**src/rtl/mem_arbiter.sv**
```systemverilog
// mem_arbiter: arbitrates a fetch port and a load/store port onto one memory port,
// with data priority bounded by a fairness limit and a per-transaction timeout.
module mem_arbiter #(
   parameter int ADDR_W     = 32,
   parameter int DATA_W     = 32,
   parameter int TIMEOUT    = 255,
   parameter int FAIR_LIMIT = 4
) (
   input  logic                clk,
   input  logic                rst,
   input  logic                if_req,
   input  logic [ADDR_W-1:0]   if_addr,
   output logic                if_ready,
   output logic [DATA_W-1:0]   if_rdata,
   input  logic                d_req,
   input  logic                d_we,
   input  logic [ADDR_W-1:0]   d_addr,
   input  logic [DATA_W-1:0]   d_wdata,
   input  logic [DATA_W/8-1:0] d_be,
   output logic                d_ready,
   output logic [DATA_W-1:0]   d_rdata,
   output logic                mem_req,
   output logic                mem_we,
   output logic [ADDR_W-1:0]   mem_addr,
   output logic [DATA_W-1:0]   mem_wdata,
   output logic [DATA_W/8-1:0] mem_be,
   input  logic                mem_ready,
   input  logic [DATA_W-1:0]   mem_rdata,
   output logic                busy,
   output logic                err
);
   localparam int FC_W = $clog2(FAIR_LIMIT + 1);
   localparam int WC_W = $clog2(TIMEOUT + 1);
   typedef enum logic [1:0] {IDLE, DATA, FETCH} state_t;
   state_t state, state_nxt;
   logic [FC_W-1:0] fcnt;
   logic [WC_W-1:0] wcnt;
   logic grant_d, grant_f, done, tmo, fair_hit;
   assign mem_req  = state != IDLE;
   assign busy     = state != IDLE;
   assign fair_hit = fcnt == FC_W'(FAIR_LIMIT);
   always_comb begin
      state_nxt = state;
      grant_d   = 1'b0;
      grant_f   = 1'b0;
      done      = 1'b0;
      tmo       = 1'b0;
      if (state == IDLE) begin
         // no grant while a ready pulse is out: the requester gets that cycle to drop req
         if (!(if_ready || d_ready)) begin
            grant_d = d_req && !(fair_hit && if_req);
            grant_f = if_req && !grant_d;
         end
         state_nxt = grant_d ? DATA : grant_f ? FETCH : IDLE;
      end else begin
         done      = mem_ready;
         tmo       = !mem_ready && wcnt == WC_W'(TIMEOUT - 1);
         state_nxt = (done || tmo) ? IDLE : state;
      end
   end
   always_ff @(posedge clk) begin
      if (rst) begin
         state     <= IDLE;
         fcnt      <= '0;
         wcnt      <= '0;
         mem_we    <= 1'b0;
         mem_addr  <= '0;
         mem_wdata <= '0;
         mem_be    <= '0;
         if_ready  <= 1'b0;
         d_ready   <= 1'b0;
         err       <= 1'b0;
         if_rdata  <= '0;
         d_rdata   <= '0;
      end else begin
         state    <= state_nxt;
         if_ready <= (done || tmo) && state == FETCH;
         d_ready  <= (done || tmo) && state == DATA;
         err      <= tmo;
         if (done && state == FETCH) if_rdata <= mem_rdata;
         if (done && state == DATA && !mem_we) d_rdata <= mem_rdata;
         if (grant_d) begin
            mem_addr  <= d_addr;
            mem_we    <= d_we;
            mem_wdata <= d_wdata;
            mem_be    <= d_be;
            wcnt      <= '0;
            if (if_req && !fair_hit) fcnt <= fcnt + 1'b1;
         end else if (grant_f) begin
            mem_addr  <= if_addr;
            mem_we    <= 1'b0;
            mem_wdata <= '0;
            mem_be    <= '1;
            wcnt      <= '0;
            fcnt      <= '0;
         end else if (state != IDLE && !mem_ready) begin
            wcnt <= wcnt + 1'b1;
         end
      end
   end
endmodule

```
**config.mk**
```make
export PLATFORM = sky130hd
export DESIGN_NAME = mem_arbiter
export DESIGN_NICKNAME = d
export VERILOG_FILES = /design/src/rtl/mem_arbiter.sv
export SDC_FILE = /design/constraint.sdc
export NUM_CORES = 1
export LEC_CHECK = 0
export BUFFER_PORTS_ARGS = -buffer_cell sky130_fd_sc_hd__buf_2
export CORE_MARGIN = 3
export CORE_UTILIZATION = 47
export DETAILED_ROUTE_END_ITERATION = 10
export PLACE_DENSITY = 0.81
export SYNTH_ARGS = -nofsm -noshare
export SYNTH_HDL_FRONTEND = slang
export SYNTH_SLANG_ARGS = --single-unit
```
**constraint.sdc**
```tcl
create_clock -name clk -period 4.5 [get_ports clk]
set_clock_uncertainty 0.05 [all_clocks]
set_input_delay 0.9 -clock clk [delete_from_list [all_inputs] [get_ports clk]]
set_output_delay 0.9 -clock clk [all_outputs]
set_load 0.05 [all_outputs]
```
==> impl_metrics.csv <==
group,metric,value,unit
pwr,clkPwrFrac,39.6,%
cts,cts_sinks,149,
detailed_routing,wl_per_cell,17.0,um
sta,maxSlewViolCount,0,
setup_path,worstPathMaxFanout,37,
grt,grt_usage,24.6,%
setup_path,path_buf_inv,3,
detailed_routing,dr.pass1.iters,5,
logic_synthesis,ys_seq_area_share,51.5,%
sta,fmax,0.394,GHz
floorplan,core_area,11700,um2
pwr,ir_worst_vdd,276,uV
placed_design,place_area,7130,um2
pwr,intPower,2500,uW
detailed_routing,viasPerCell,5.74,
detailed_routing,drtAntennaViolNets,0,
grt,antenna_found_initial,1,
pwr,p_leak,0.00339,uW
placed_design,io_buffers,275,
floorplan,die_h,117,um
cts,cts_buffer_depth,2,
setup_path,required,4800,ps
logic_synthesis,synthCells,651,
setup_path,arrival,2840,ps
sta,max-slew-margin-rel,22.7,%
cells_and_area,diodes,0,
sta,rsz0062_at_grt,"false",
pwr,p_comb_share,20.3,%
cts,cts_root_buf,"clkbuf_16",
pwr,p_sw_share,31.2,%
cts,cts_buffers,17,
logic_synthesis,synth_cell_types,42,
placed_design,hpwlAfterDp,11.8,mm
cells_and_area,layout-drive-gt1-share,36.6,%
logic_synthesis,ys_seq_elements,149,
setup_path,start_kind,"input port",
cts,cts_resized,0,
logic_synthesis,synth_largest_area_cell,"dfxtp_1",
logic_synthesis,yosys.area.top_type_share,51.5,%
setup_path,critPathKind,"input port to flop",
logic_synthesis,yosysWarnings,0,
cts,ctsHoldBuffers,0,
detailed_routing,drt-initial-drc-count,632,
pwr,p_per_area,470,nW/um2
grt,grt_first_pass_wirelength,26.8,mm
cts,insertion_delay,410,ps
run_status,outcome,"complete, no violations",
setup_path,path_cells,"buf_2, inv_2, nor4_4, buf_4, a22o_1",
floorplan,dieArea,13700,um2
sta,setup_tns,0,ps
sta,tightest_slew,1160,ps
detailed_routing,wl,17.7,mm
grt,grt_max_degree,69,
detailed_routing,vias,5976,
logic_synthesis,synth_edf_count,0,
floorplan,start_util,49.4,%
detailed_routing,drc,0,
logic_synthesis,synthesis.nets,793,
cells_and_area,area_delta_synth_final,33.8,%
cts,cts_tree,"done",
setup_path,endpoint_kind,"flop",
pwr,p_switching,1130,uW
floorplan,ios,276,
cts,htree_levels,4,
sta,timing.final.crit_share,56.3,%
logic_synthesis,synth_area,5790,um2
sta,period_needed,2540,ps
pwr,seq_power_share,40.1,%
cts,cts_setup_buffers,0,
setup_path,path_depth,5,
run,cap_violations,0,
sta,hold_viol,0,
floorplan,die_w,117,um
setup_path,rr_worst_depth,5,
worst_hold_path,hold_depth,2,
grt,grt_pass1_vias,5369,
setup_path,slowest_stage,"buf_2",
cells_and_area,final_nets,1027,
placed_design,place_congestion,0.807,
floorplan,row_count,39,
logic_synthesis,avgSynthCellArea,8.89,um2
cts,path_clk_slew,60,ps
logic_synthesis,synth_area_leaders,"dfxtp_1 52%, a21oi_1 9.1%, nand2_1 8.5%, nor4_1 7.1%, a22o_1 5.0%",
setup_path,cp_top_family,"buffers and inverters",
sta,setup_violations,0,
setup_path,max_stage_delay,480,ps
worst_hold_path,holdCritPathClass,"flop to flop",
logic_synthesis,synthArstFlopShare,0,%
cells_and_area,final_cell_area,7740,um2
logic_synthesis,ys_dominant_reg_cell,"dfxtp_1",
grt,gr-total-overflow,0,
## worst reg2reg max path, stage by stage (launching register included)
cell	delay, ps
dfxtp_1	340
inv_1	70
ha_1	180
nand3_1	810
a2111oi_0	770
nor4_1	100
## cell type report
class / count / area [um2]
Clock buffer: 20 / 457
Clock inverter: 12 / 153
Fill cell: 1016 / 3970
Inverter: 7 / 26.3
Multi-Input combinational cell: 425 / 2490
Sequential cell: 149 / 2980
Tap cell: 143 / 179
Timing Repair Buffer: 285 / 1450
## power groups by stage
| stage | logic, uW | registers, uW | clock network [uW] |
|---|---|---|---|
| after floorplan | 252 | 1770 | 0 |
| after global placement | 729 | 1480 | 0 |
| after detailed placement | 734 | 1480 | 0 |
| after CTS | 735 | 1460 | 1470 |
| after global routing | 784 | 1470 | 1520 |
| final | 738 | 1460 | 1440 |
## flip-flops by register name, summed over array words and instances (netlist names), 2 cells and up
register,count
fcnt,3
d_rdata,32
wcnt,8
state,2
mem_addr,32
mem_wdata,32
if_rdata,32
mem_be,4
## synthesized netlist by cell type (2+ instances only)
cell type and n:
nor4_1 66, a22o_1 33, o21ba_2 2, a2111oi_0 32, nor2_1 3, nand2_1 131, or3_1 2, buf_2 11
ha_1 4, o21ai_0 3, o221a_2 4, buf_6 4, or4_1 4, nor4b_1 3, nand3_1 6, a21oi_1 105
clkbuf_1 54, o211ai_1 2, inv_1 6, dfxtp_1 149, o31ai_1 5, nand4_1 2
## cell families after synthesis
kind of cell	count (synthesis)	share of synthesized area, %
simple gates	227	19.4
compound gates	193	22.2
flops	149	51.5
buf+inv	77	5.82
fa+ha+maj	4	0.865
xor+xnor	1	0.151
## cells in the final DEF, fill, tap and decap left out, types with 2 or more instances in the layout
master and instances:
inv_1 6, clkinv_2 4, buf_4 11, or4_1 4, nor4_1 65, nand2_1 131
o21ai_0 3, o21ba_2 2, nor2_1 3, o221a_2 4, o211ai_1 2, buf_2 274
o31ai_1 5, clkbuf_16 17, a22o_1 33, nor4b_1 3, nand3_1 6, nand4_1 2
bufinv_16 3, a21oi_1 104, clkbuf_8 2, ha_1 4, clkinv_4 3, or3_1 2
dfxtp_1 149, a2111oi_0 32
## final timing paths
kind / slack, ps / endpoint / start
max: 1960 / mem_wdata[16]$_SDFFE_PP0P_ / d_req
min: 400 / if_rdata[11]$_SDFFE_PP0P_ / if_rdata[11]$_SDFFE_PP0P_
max reg2reg: 2050 / mem_addr[5]$_SDFFE_PP0P_ / fcnt[0]$_SDFFE_PP0P_
min reg2reg: 400 / if_rdata[11]$_SDFFE_PP0P_ / if_rdata[11]$_SDFFE_PP0P_
## per-layer routing
layer  vias up  track usage, %  part of all wire (%)
met3        42            6.99                   8.8
met5         -               0                 0.051
met4         2            11.1                   2.5
met2       326            39.9                    48
met1      2740            30.3                    40
li1       2866               -                     -
## stage by stage
| stage | setup slack [ps] | cells | power, uW | hold WS (ps) | utilization, % |
|---|---|---|---|---|---|
| after floorplan | 2220 | 651 | 2020 | 402 | - |
| after detailed placement | 1620 | 1009 | 2220 | 394 | 60.9 |
| after global placement | 1650 | 1009 | 2210 | 388 | 60.9 |
| final | 1960 | 1041 | 3640 | 400 | 66.1 |
| after CTS | 2040 | 1041 | 3660 | 402 | 66.1 |
| after global routing | 1780 | 1041 | 3770 | 419 | 66.1 |
(Power assumes the default switching activity.)
